==> src/rtl/scroll_display_if.sv <==
// Bus bundle for scroll_display: display control, message/length writes and decoder outputs.
interface scroll_display_if;
  logic        scroll_en;
  logic [23:0] pass_in;
  logic        msg_we;
  logic [3:0]  msg_addr;
  logic [3:0]  msg_data;
  logic        len_we;
  logic [4:0]  len_data;
  logic [23:0] digit_out;
  logic        step_led;
  logic        wrap;

  modport master (
    output scroll_en, pass_in, msg_we, msg_addr, msg_data, len_we, len_data,
    input  digit_out, step_led, wrap
  );

  modport slave (
    input  scroll_en, pass_in, msg_we, msg_addr, msg_data, len_we, len_data,
    output digit_out, step_led, wrap
  );
endinterface

==> src/rtl/scroll_display.sv <==
// Six-digit display source: live pass-through or a scrolling message from a writable store.
// Optional SCROLL_WRAP_PAUSE_EN holds position 0 for PAUSE_TICKS extra ticks after a wrap.
module scroll_display #(
  parameter int unsigned TICK_DIV    = 50000000,
  parameter int unsigned MSG_DEPTH   = 16,
  parameter int unsigned PAUSE_TICKS = 2
) (
  input  logic              clock,
  input  logic              reset_n,
  scroll_display_if.slave   bus
);

  localparam int unsigned     PS_W    = (TICK_DIV > 2) ? $clog2(TICK_DIV) : 1;
  localparam logic [PS_W-1:0] PS_LAST = PS_W'(TICK_DIV - 1);
  localparam logic [4:0]      LEN_MAX = 5'(MSG_DEPTH);

  function automatic logic [3:0] init_code(int unsigned i);
    case (i)
      0:       init_code = 4'd6;
      1:       init_code = 4'd0;
      2:       init_code = 4'd15;
      3:       init_code = 4'd10;
      4:       init_code = 4'd11;
      5:       init_code = 4'd12;
      6:       init_code = 4'd12;
      7:       init_code = 4'd5;
      default: init_code = 4'd15;
    endcase
  endfunction

  logic [3:0]      msg [16];
  logic [4:0]      len;
  logic [3:0]      pos;
  logic [PS_W-1:0] presc;
  logic            en_q;
  logic [23:0]     digit_q;
  logic            step_q;
  logic            wrap_q;

  logic            rise;
  logic            tick;
  logic            last;
  logic            shrink;
  logic            paused;
  logic [4:0]      len_new;
  logic [23:0]     disp;
  logic [3:0]      idx;

  assign rise    = bus.scroll_en & ~en_q;
  assign tick    = bus.scroll_en & ~rise & (presc == PS_LAST) & (len != 5'd0);
  assign len_new = (bus.len_data > LEN_MAX) ? LEN_MAX : bus.len_data;
  assign shrink  = bus.scroll_en & bus.len_we & ({1'b0, pos} >= len_new);
  assign last    = ({1'b0, pos} + 5'd1) >= len;

`ifdef SCROLL_WRAP_PAUSE_EN
  localparam int unsigned PC_W = (PAUSE_TICKS > 0) ? $clog2(PAUSE_TICKS + 1) : 1;
  logic [PC_W-1:0] pause_cnt;

  assign paused = (pause_cnt != '0);

  always_ff @(posedge clock or negedge reset_n) begin
    if (!reset_n) begin
      pause_cnt <= '0;
    end else if (rise) begin
      pause_cnt <= '0;
    end else if (!shrink && tick) begin
      if (paused)
        pause_cnt <= pause_cnt - 1'b1;
      else if (last)
        pause_cnt <= PC_W'(PAUSE_TICKS);
    end
  end
`else
  assign paused = 1'b0;
`endif

  always_ff @(posedge clock or negedge reset_n) begin
    if (!reset_n) begin
      en_q  <= 1'b0;
      presc <= '0;
    end else begin
      en_q <= bus.scroll_en;
      if (!bus.scroll_en || rise || presc == PS_LAST)
        presc <= '0;
      else
        presc <= presc + 1'b1;
    end
  end

  // Entry into scroll mode and a shrinking length both restart at 0 silently; only a tick wraps.
  always_ff @(posedge clock or negedge reset_n) begin
    if (!reset_n) begin
      pos    <= '0;
      step_q <= 1'b0;
      wrap_q <= 1'b0;
    end else begin
      wrap_q <= 1'b0;
      step_q <= step_q ^ tick;
      if (rise || shrink) begin
        pos <= '0;
      end else if (tick && !paused) begin
        if (last) begin
          pos    <= '0;
          wrap_q <= 1'b1;
        end else begin
          pos <= pos + 4'd1;
        end
      end
    end
  end

  always_ff @(posedge clock or negedge reset_n) begin
    if (!reset_n) begin
      for (int unsigned i = 0; i < 16; i++)
        msg[i] <= init_code(i);
      len <= 5'd9;
    end else begin
      if (bus.msg_we && ({1'b0, bus.msg_addr} < LEN_MAX))
        msg[bus.msg_addr] <= bus.msg_data;
      if (bus.len_we)
        len <= len_new;
    end
  end

  // Walk the store from pos with an incremental wrap instead of a modulo; pos restarts at 0 on entry.
  always_comb begin
    disp = '1;
    idx  = rise ? 4'd0 : pos;
    if (!bus.scroll_en) begin
      disp = bus.pass_in;
    end else if (len != 5'd0) begin
      for (int unsigned i = 0; i < 6; i++) begin
        disp[4*(5-i) +: 4] = msg[idx];
        idx = (({1'b0, idx} + 5'd1) >= len) ? 4'd0 : idx + 4'd1;
      end
    end
  end

  always_ff @(posedge clock or negedge reset_n) begin
    if (!reset_n)
      digit_q <= '1;
    else
      digit_q <= disp;
  end

  assign bus.digit_out = digit_q;
  assign bus.step_led  = step_q;
  assign bus.wrap      = wrap_q;

endmodule

==> src/flat_wrapper.sv <==
// flat-port wrapper written by rule: the top's interface ports become plain ports
module scroll_display_flat 
#(
  parameter int unsigned TICK_DIV    = 50000000,
  parameter int unsigned MSG_DEPTH   = 16,
  parameter int unsigned PAUSE_TICKS = 2
)
  (clock, reset_n, bus_scroll_en, bus_pass_in, bus_msg_we, bus_msg_addr, bus_msg_data, bus_len_we, bus_len_data, bus_digit_out, bus_step_led, bus_wrap);
  scroll_display_if bus_i ();
  input  logic clock;
  input  logic reset_n;
  input wire logic [$bits(bus_i.scroll_en)-1:0] bus_scroll_en;
  input wire logic [$bits(bus_i.pass_in)-1:0] bus_pass_in;
  input wire logic [$bits(bus_i.msg_we)-1:0] bus_msg_we;
  input wire logic [$bits(bus_i.msg_addr)-1:0] bus_msg_addr;
  input wire logic [$bits(bus_i.msg_data)-1:0] bus_msg_data;
  input wire logic [$bits(bus_i.len_we)-1:0] bus_len_we;
  input wire logic [$bits(bus_i.len_data)-1:0] bus_len_data;
  output wire logic [$bits(bus_i.digit_out)-1:0] bus_digit_out;
  output wire logic [$bits(bus_i.step_led)-1:0] bus_step_led;
  output wire logic [$bits(bus_i.wrap)-1:0] bus_wrap;
  assign bus_i.scroll_en = bus_scroll_en;
  assign bus_i.pass_in = bus_pass_in;
  assign bus_i.msg_we = bus_msg_we;
  assign bus_i.msg_addr = bus_msg_addr;
  assign bus_i.msg_data = bus_msg_data;
  assign bus_i.len_we = bus_len_we;
  assign bus_i.len_data = bus_len_data;
  assign bus_digit_out = bus_i.digit_out;
  assign bus_step_led = bus_i.step_led;
  assign bus_wrap = bus_i.wrap;
  scroll_display #(.TICK_DIV(TICK_DIV), .MSG_DEPTH(MSG_DEPTH), .PAUSE_TICKS(PAUSE_TICKS)) u_core (.clock(clock), .reset_n(reset_n), .bus(bus_i));
endmodule
==> config.mk <==
export PLATFORM = sky130hd
export DESIGN_NAME = scroll_display_flat
export DESIGN_NICKNAME = d
export VERILOG_FILES = /design/src/rtl/scroll_display_if.sv /design/src/rtl/scroll_display.sv /design/src/flat_wrapper.sv
export SDC_FILE = /design/constraint.sdc
export NUM_CORES = 1
export LEC_CHECK = 0
export CAP_MARGIN = 5
export CORE_ASPECT_RATIO = 0.6
export CORE_MARGIN = 2
export CORE_UTILIZATION = 45
export CTS_BUF_LIST = sky130_fd_sc_hd__clkbuf_8
export CTS_CLUSTER_SIZE = 12
export DETAILED_ROUTE_END_ITERATION = 8
export PLACE_DENSITY = 0.63
export REMOVE_ABC_BUFFERS = 1
export SETUP_SLACK_MARGIN = 0.1
export SYNTH_ARGS = -nofsm -noshare
export SYNTH_HDL_FRONTEND = slang
export SYNTH_SLANG_ARGS = --single-unit
==> constraint.sdc <==
create_clock -name clock -period 18.1 [get_ports clock]
set_clock_uncertainty 0.05 [all_clocks]
set_input_delay 3.62 -clock clock [delete_from_list [all_inputs] [get_ports clock]]
set_output_delay 3.62 -clock clock [all_outputs]
set_load 0.02 [all_outputs]
======== Word level (Yosys, flattened, before mapping) ========
Cells that the tools add are included.
storage, ports and cells
  register bits after elaboration ......... 126
  output and inout bits ................... 26
operators by class
  add/subtract/negate cells ............... 13
  magnitude comparators ................... 16
  eq/ne operators ......................... 1
  multiplexer cells ....................... 37
  bitwise logic cells ..................... 16
  reduce and logical (&&, ||, !) cells .... 7
operators by type and width
  operator                                                               count
  4-bit binary-select mux with 4-bit select                              6
  4-bit two-way mux                                                      22
  64-bit bitwise mux                                                     1
  24-bit two-way mux                                                     2
  5-bit greater-or-equal comparator (second input constant)              7
  4-bit NOT with 5-bit output                                            7
  4-bit by 1-bit adder with 5-bit output (second input constant)         6
  5-bit greater-or-equal comparator                                      6
  26-bit by 1-bit adder with 26-bit output (second input constant)       1
  26-bit == test (second input constant)                                 1
  26-bit two-way mux                                                     1
  4-bit by 1-bit adder with 4-bit output (second input constant)         6
  4-bit demux with 4-bit select                                          1
  1-bit bitwise AND                                                      6
  4-bit by 5-bit greater-or-equal comparator with 1-bit output           1
  5-bit greater-than comparator (second input constant)                  1
  5-bit by 1-bit < comparator with 1-bit output (second input constant)  1
  5-bit two-way mux                                                      1
  5-bit nonzero test                                                     1
  1-bit logical OR                                                       3
  1-bit two-way mux                                                      3
  1-bit NOT                                                              2
  2-bit nonzero test                                                     1
  1-bit logical AND                                                      1
  2 further kinds                                                        2

======== Logic depth before layout (Yosys ltp) ========
Gate-level depths: netlist (run 1).
  depth in word-level cells ............... 24
  mapped depth ............................ 60
  gate-level depth less buffers ........... 50

======== Worst setup path after synthesis (run 1) ========
No wires, ideal clock.
  kind .................................... input to register
  from .................................... input port bus_scroll_en
  to ...................................... register u_core.digit_q[1], in the netlist u_core.bus.digit_out[1]
  library setup time ...................... 0.077 ns
  arrival ................................. 15.941 ns
  required time ........................... 17.973 ns
  slack ................................... 2.032 ns
  stages on the path ...................... 60
  path buffers ............................ 12
  cell sequence ........................... buf_2 -> nand2b_2 -> nand2_1 -> clkinv_1 -> clkbuf_1 -> ha_1 -> xnor2_2 -> inv_1 -> ha_1 -> a21o_1 -> a31oi_1 -> o21bai_1 -> or2_2 -> clkinv_1 -> ha_1 -> or3_1 -> buf_2 -> and2_1 -> [... 24 more ...] -> clkbuf_1 -> nand2_1 -> clkinv_1 -> clkbuf_1 -> buf_1 -> ha_1 -> xor2_1 -> ha_1 -> a21o_1 -> a21o_1 -> a21oi_1 -> o21a_1 -> clkbuf_1 -> o22ai_1 -> a31oi_1 -> o21ai_0 -> a21o_1 -> a31oi_1
between the ends
  longest elaborated chain between the ends .. 23
  elaborated cells between the ends (all ways) .. 28
  classes of those cells .................. add/sub (10); order compare (5); mux (11); bitwise (2)
RTL lines
  element                                               line                   text
  start, declared                                       flat_wrapper.sv:12     input wire logic [$bits(bus_i.scroll_en)-1:0] bus_scroll_en;
  1-bit bitwise AND                                     scroll_display.sv:49   assign rise = bus.scroll_en & ~en_q;
  4-bit two-way mux                                     scroll_display.sv:128  idx = rise ? 4'd0 : pos;
  4-bit by 1-bit adder with 5-bit output                scroll_display.sv:134  idx = (({1'b0, idx} + 5'd1) >= len) ? 4'd0 : idx + 4'd1;
  5-bit greater-or-equal comparator                     scroll_display.sv:134
  4-bit two-way mux                                     scroll_display.sv:134
  4-bit by 1-bit adder with 5-bit output                scroll_display.sv:134
  5-bit greater-or-equal comparator                     scroll_display.sv:134
  4-bit two-way mux                                     scroll_display.sv:134
  [... 7 more ...]                                      -
  5-bit greater-or-equal comparator                     scroll_display.sv:134
  4-bit two-way mux                                     scroll_display.sv:134
  4-bit NOT with 5-bit output (implied by the code)     scroll_display.sv:133  disp[4*(5-i) +: 4] = msg[idx];
  4-bit binary-select mux with 4-bit select             scroll_display.sv:133
  4-bit two-way mux (implied by the code) (2 in a row)  scroll_display.sv:133
  24-bit two-way mux                                    scroll_display.sv:131  end else if (len != 5'd0) begin
  24-bit two-way mux *                                  scroll_display.sv:129  if (!bus.scroll_en) begin
  net u_core.disp[1]                                    scroll_display.sv:46   logic [23:0] disp;
  end signal, assigned                                  scroll_display.sv:143  digit_q <= disp;
  end, declared                                         scroll_display.sv:36   logic [23:0] digit_q;
Mark *: on every way through the listed nets, which the timed path passes. The rest lies on a longest branch. The select of a mux whose other input is x is not followed.
A chain may end at the register's enable or synchronous reset.

======== Final worst setup path (run 1) ========
  from .................................... input port bus_scroll_en
  to ...................................... register u_core.digit_q[0], in the netlist u_core.bus.digit_out[0]
Same word-level chain as after synthesis.

==> impl_metrics.yaml, run 1 <==
run_status:
  status: "complete, no violations"
clock_tree:
  cts_hold_buf: 0
  clk_latency_ns: 0.47
  cts_buffers: 17
  cts_tree: "yes"
  clk_path_buf_depth: 2
  cts_max_level: 4
  cts_num_sinks: 126
  clockRootBuffer: "clkbuf_8"
  clk_pin_slew_ns: 0.11
floorplan:
  dieHeight_um: 118
  die_w_um: 195
  start_util: 0.463
  io_pins: 68
  dieArea_um2: 23000
  row_count: 41
  core_um2: 21200
critical_path:
  cp_slowest_cell: "a31oi_2"
  critPathLaunchType: "primary input"
  crit_top_cell: "ha_1"
  end_kind: "register"
  r2r_setup_slack_ns: 4.21
  critPathMaxStageDelay_ns: 0.56
  reg2reg_depth: 51
  required_ns: 18.43
  path_max_fanout: 24
  critPathKind: "primary input to register"
  cp.arrival_ns: 17.27
final_layout:
  finalNonFillerCells: 1450
  fin_nets: 1241
  final_layout_size_suffix_gt1_frac: 0.194
  n_antenna_cell: 0
  area_growth_pct: 13.5
  mostFrequentLayoutCell: "nand2_1"
  final_cell_mix: "nand2_1 (185), dfstp_2 (75), mux2_2 (71)"
synthesis:
  yosysSeqAreaShare: 0.331
  synth-seq-cells: 126
  synth_area_um2: 9810
  syn_area_per_cell_um2: 8.71
  ys_async_sr_fraction: 1.00
  ys_warn_count: 0
  synth_ff_type: "dfstp_2"
  synth_cells: 1127
  synth-edff-count: 0
  ys_types: 73
power:
  pwr-share-comb: 0.492
  p_int_mw: 0.795
  clkPwrFrac: 0.176
  ir_worst_vdd_mv: 0.0774
  p_seq_frac: 0.333
  p_per_area_nw_per_um2: 132
  swShare: 0.461
  power.switching_mw: 0.679
  p_leak_nw: 4.43
timing:
  finalWorstSetupSlack_ns: 1.16
  worst_pin_slew_ns: 0.974
  hold_violations: 0
  slew_violations: 0
  holdWs_ns: 0.430
  post-route-period-util: 0.936
  fmax_mhz: 59.0
  slew_headroom: 0.349
  rsz0062_at_grt: "no"
  finalCriticalPeriod_ns: 16.94
  setup_viol_count_final: 0
global_route:
  grt.overflow.total: 0
  grt_antenna_before_repair: 0
  grt_start_max_net_pins: 73
  grt_pass1_vias: 8375
  grt_pass1_wl_um: 52200
  track_usage: 0.295
detailed_routing:
  vias: 9356
  viasPerCell: 6.45
  ant_nets: 0
  drtPass1Iterations: 7
  wl_um: 34000
  drt_iter0_markers: 1209
  post_drt_wl_per_cell_um: 23.5
  drc: 0
hold_path:
  hold_path.class: "register to register"
  hold_depth: 1
placement:
  finalWeightedCongestion: 0.916
  dp_cells: 1418
  preCtsSetupSlack_ns: 0.134
  hpwl_um: 24600
  io_buffer_count: 67
job:
  maxCapViolCount: 0
## synth_stat cells, types with 23 or more instances
cell	number	share of area
nand2_1	186	0.071
dfstp_2	75	0.20
mux2_2	71	0.081
nor2_1	71	0.027
clkbuf_1	61	0.023
dfrtp_1	51	0.13
o22ai_1	45	0.029
a21oi_1	42	0.021
ha_1	41	0.052
a31oi_1	39	0.025
o21ai_0	39	0.020
a211oi_1	35	0.027
nand3_1	31	0.016
and3_1	26	0.017
mux2i_1	23	0.023
## power by group through the flow
| stage | clock (mW) | combinational (mW) | sequential (mW) |
|---|---|---|---|
| finish | 0.259 | 0.725 | 0.491 |
| global route | 0.278 | 0.791 | 0.488 |
| CTS | 0.264 | 0.706 | 0.475 |
| detailed placement | 0 | 0.702 | 0.480 |
| global placement | 0 | 0.698 | 0.480 |
| floorplan | 0 | 0.491 | 0.436 |
## layer usage
layer,vias to the layer above,track usage,part of all wire,routed length (um)
li1,4267,-,-,-
met1,4475,0.470,0.48,16300
met2,575,0.348,0.36,12100
met3,39,0.131,0.15,5200
met4,0,0.0534,0.011,362
met5,-,0.0196,0,0
## area by class of cell
type / count / area (um2)
fillers: 2003 / 10000
multi-input cells: 906 / 6260
flip-flops and latches: 126 / 3250
repair buffers: 85 / 803
well taps: 279 / 349
clock buffers: 17 / 234
clock inverters: 15 / 163
inverters: 22 / 82.6
## state kept, by name, indices dropped and copies added (netlist names)
| register | flops |
|---|---|
| u_core.bus.wrap | 1 |
| u_core.en_q | 1 |
| u_core.bus.digit_out | 24 |
| u_core.presc | 26 |
| u_core.len | 5 |
| u_core.msg | 64 |
| u_core.pos | 4 |
| u_core.bus.step_led | 1 |
## logic make-up after synthesis
group / after synthesis / share of synthesized area
DFF: 126 / 0.331
AOI/OAI and AO/OA: 329 / 0.235
xor gates and xnor gates: 34 / 0.0333
muxes: 102 / 0.123
and+or+nand+nor: 400 / 0.188
buffers and inverters: 95 / 0.0368
adders and majority gates: 41 / 0.0523
## path summary, 6_finish.rpt
path,start,end
setup / recovery,bus_scroll_en,u_core.bus.digit_out[0]$_DFF_PN1_
hold / removal,u_core.bus.step_led$_DFF_PN0_,u_core.bus.step_led$_DFF_PN0_
setup reg to reg,u_core.en_q$_DFF_PN0_,u_core.bus.digit_out[0]$_DFF_PN1_
hold reg to reg,u_core.bus.step_led$_DFF_PN0_,u_core.bus.step_led$_DFF_PN0_
max in group asynchronous,reset_n,u_core.msg[41]$_DFFE_PN0P_
min in group asynchronous,reset_n,u_core.pos[2]$_DFFE_PN0P_
## metrics by stage
stage                     setup TNS, ns   util  total power [mW]  cell area [um2]
after floorplan                  -19.86      -             0.927             9530
final                                 0  0.526              1.47            11100
after detailed placement              0  0.506              1.18            10700
after global placement                0  0.506              1.18            10700
after CTS                             0  0.525              1.45            11100
after global routing                  0  0.526              1.56            11100
## repair_timing
item	4_1_cts	5_1_grt
resized for setup	0	4
setup endpoints to repair	0	4
buffers inserted	0	0
## worst max-delay path: cells and delay by family
kind	cells	cell delay, ns
xor+xnor	3	0.96
fa+ha+maj	9	2.88
compound gates	19	4.57
simple gates	10	2.48
buf+inv	10	2.64
mux	1	0.10
(Power assumes the default switching activity.)
==> inputs of run 2 (changes only) <==
--- a/config.mk
+++ b/config.mk
@@ -12,7 +12,7 @@
 export CTS_BUF_LIST = sky130_fd_sc_hd__clkbuf_8
 export CTS_CLUSTER_SIZE = 12
 export DETAILED_ROUTE_END_ITERATION = 8
-export PLACE_DENSITY = 0.63
+export PLACE_DENSITY = 0.67
 export REMOVE_ABC_BUFFERS = 1
 export SETUP_SLACK_MARGIN = 0.1
 export SYNTH_ARGS = -nofsm -noshare
==> impl_metrics.yaml, run 2 (synthesis results as in run 1) <==
floorplan:
  dieArea_um2: 23000
  die_w_um: 195
  core_um2: 21200
  dieHeight_um: 118
  start_util: 0.463
  row_count: 41
  io_pins: 68
final_layout:
  area_growth_pct: 13.6
  nFillCells: 1971
  fin_nets: 1241
  finalNonFillerCells: 1450
  mostFrequentLayoutCell: "nand2_1"
  final_layout_size_suffix_gt1_frac: 0.192
  largest_reg_flops: 64
  final_cell_mix: "nand2_1 (185), dfstp_2 (75), mux2_2 (71)"
  largest_register: "u_core.msg"
  n_antenna_cell: 0
detailed_routing:
  ant_nets: 0
  viasPerCell: 6.48
  post_drt_wl_per_cell_um: 23.2
  drtPass1Iterations: 6
  wl_um: 33600
  drc: 0
  vias: 9403
  drt_iter0_markers: 1211
clock_tree:
  cts_num_sinks: 126
  clk_latency_ns: 0.48
  clk_path_buf_depth: 2
  cts_max_level: 4
  clockRootBuffer: "clkbuf_8"
  cts_buffers: 17
  cts_tree: "yes"
  clk_pin_slew_ns: 0.08
global_route:
  grt.overflow.total: 0
  grt_pass1_vias: 8590
  grt_antenna_before_repair: 0
  grt_start_max_net_pins: 72
  grt_pass1_wl_um: 52300
  track_usage: 0.295
critical_path:
  path_max_fanout: 24
  cp.arrival_ns: 17.16
  critPathLaunchType: "primary input"
  critPathMaxStageDelay_ns: 0.59
  end_kind: "register"
  crit_top_cell: "ha_1"
  critPathKind: "primary input to register"
  required_ns: 18.44
  cp_slowest_cell: "a31oi_1"
timing:
  finalCriticalPeriod_ns: 16.82
  fmax_mhz: 59.5
  rsz0062_at_grt: "no"
  post-route-period-util: 0.929
  setup_viol_count_final: 0
  worst_pin_slew_ns: 0.966
  slew_headroom: 0.354
  finalWorstSetupSlack_ns: 1.28
  slew_violations: 0
  hold_violations: 0
  fin_setup_tns_ns: 0
placement:
  dp_cells: 1418
  preCtsSetupSlack_ns: 0.479
  hpwl_um: 24500
  io_buffer_count: 67
  finalWeightedCongestion: 0.987
power:
  ir_worst_vdd_mv: 0.0786
  power_mw: 1.49
  p_leak_nw: 4.44
  p_per_area_nw_per_um2: 134
hold_path:
  hold_path.class: "register to register"
run_status:
  status: "complete, no violations"
job:
  maxCapViolCount: 0
-- run 2: path summary, 6_finish.rpt --
kind	end	slack, ns	depth (start not counted)	from
worst min-delay path	u_core.bus.step_led$_DFF_PN0_	0.43	1	u_core.bus.step_led$_DFF_PN0_
worst max register to register	u_core.bus.digit_out[0]$_DFF_PN1_	4.42	50	u_core.en_q$_DFF_PN0_
min in group asynchronous	u_core.pos[1]$_DFFE_PN0P_	3.17	1	reset_n
worst max-delay path	u_core.bus.digit_out[0]$_DFF_PN1_	1.28	51	bus_scroll_en
max in group asynchronous	u_core.msg[57]$_DFFE_PN0P_	13.46	2	reset_n
worst min register to register	u_core.bus.step_led$_DFF_PN0_	0.43	1	u_core.bus.step_led$_DFF_PN0_
-- run 2: timing repair --
action | 4_1_cts | 5_1_grt
buffers inserted | 0 | 0
resized for setup | 0 | 3
setup endpoints to repair | 0 | 4
hold buffers | 0 | 0
-- run 2: through the flow --
| step | util | hold WS [ns] | cell area (um2) |
|---|---|---|---|
| after floorplan | - | 0.405 | 9530 |
| after global placement | 0.506 | 0.416 | 10700 |
| after detailed placement | 0.506 | 0.424 | 10700 |
| after CTS | 0.526 | 0.435 | 11100 |
| after global routing | 0.526 | 0.465 | 11200 |
| final | 0.526 | 0.429 | 11200 |
-- run 2: critical path, delay by kind of cell --
family	cells	cell delay, ns
multiplexers	1	0.10
adder cells (fa/ha/maj)	9	2.90
XOR/XNOR	3	0.93
buffers and inverters	9	2.36
AO/OA/AOI/OAI	19	4.81
AND/OR/NAND/NOR	10	2.47
-- run 2: layer usage --
metal,vias to the layer above,part of all wire,global-route usage
met4,0,0.0068,0.0529
met2,566,0.37,0.373
li1,4279,-,-
met3,28,0.15,0.101
met1,4530,0.47,0.469
met5,-,0,0
-- run 2: final cells by class --
cell class                 count  area [um2]  area share
clock inverter                13         163      0.0146
timing repair buffer          85         803      0.0720
sequential                   126        3250       0.291
multi-input combinational    906        6240       0.560
clock buffer                  19         262      0.0235
inverter                      22        82.6     0.00741
tap                          279         349      0.0313
-- run 2: power breakdown --
| group | internal (mW) | switching [mW] |
|---|---|---|
| combinational | 0.306 | 0.422 |
| sequential | 0.364 | 0.127 |
| clock | 0.144 | 0.125 |
| total | 0.814 | 0.674 |
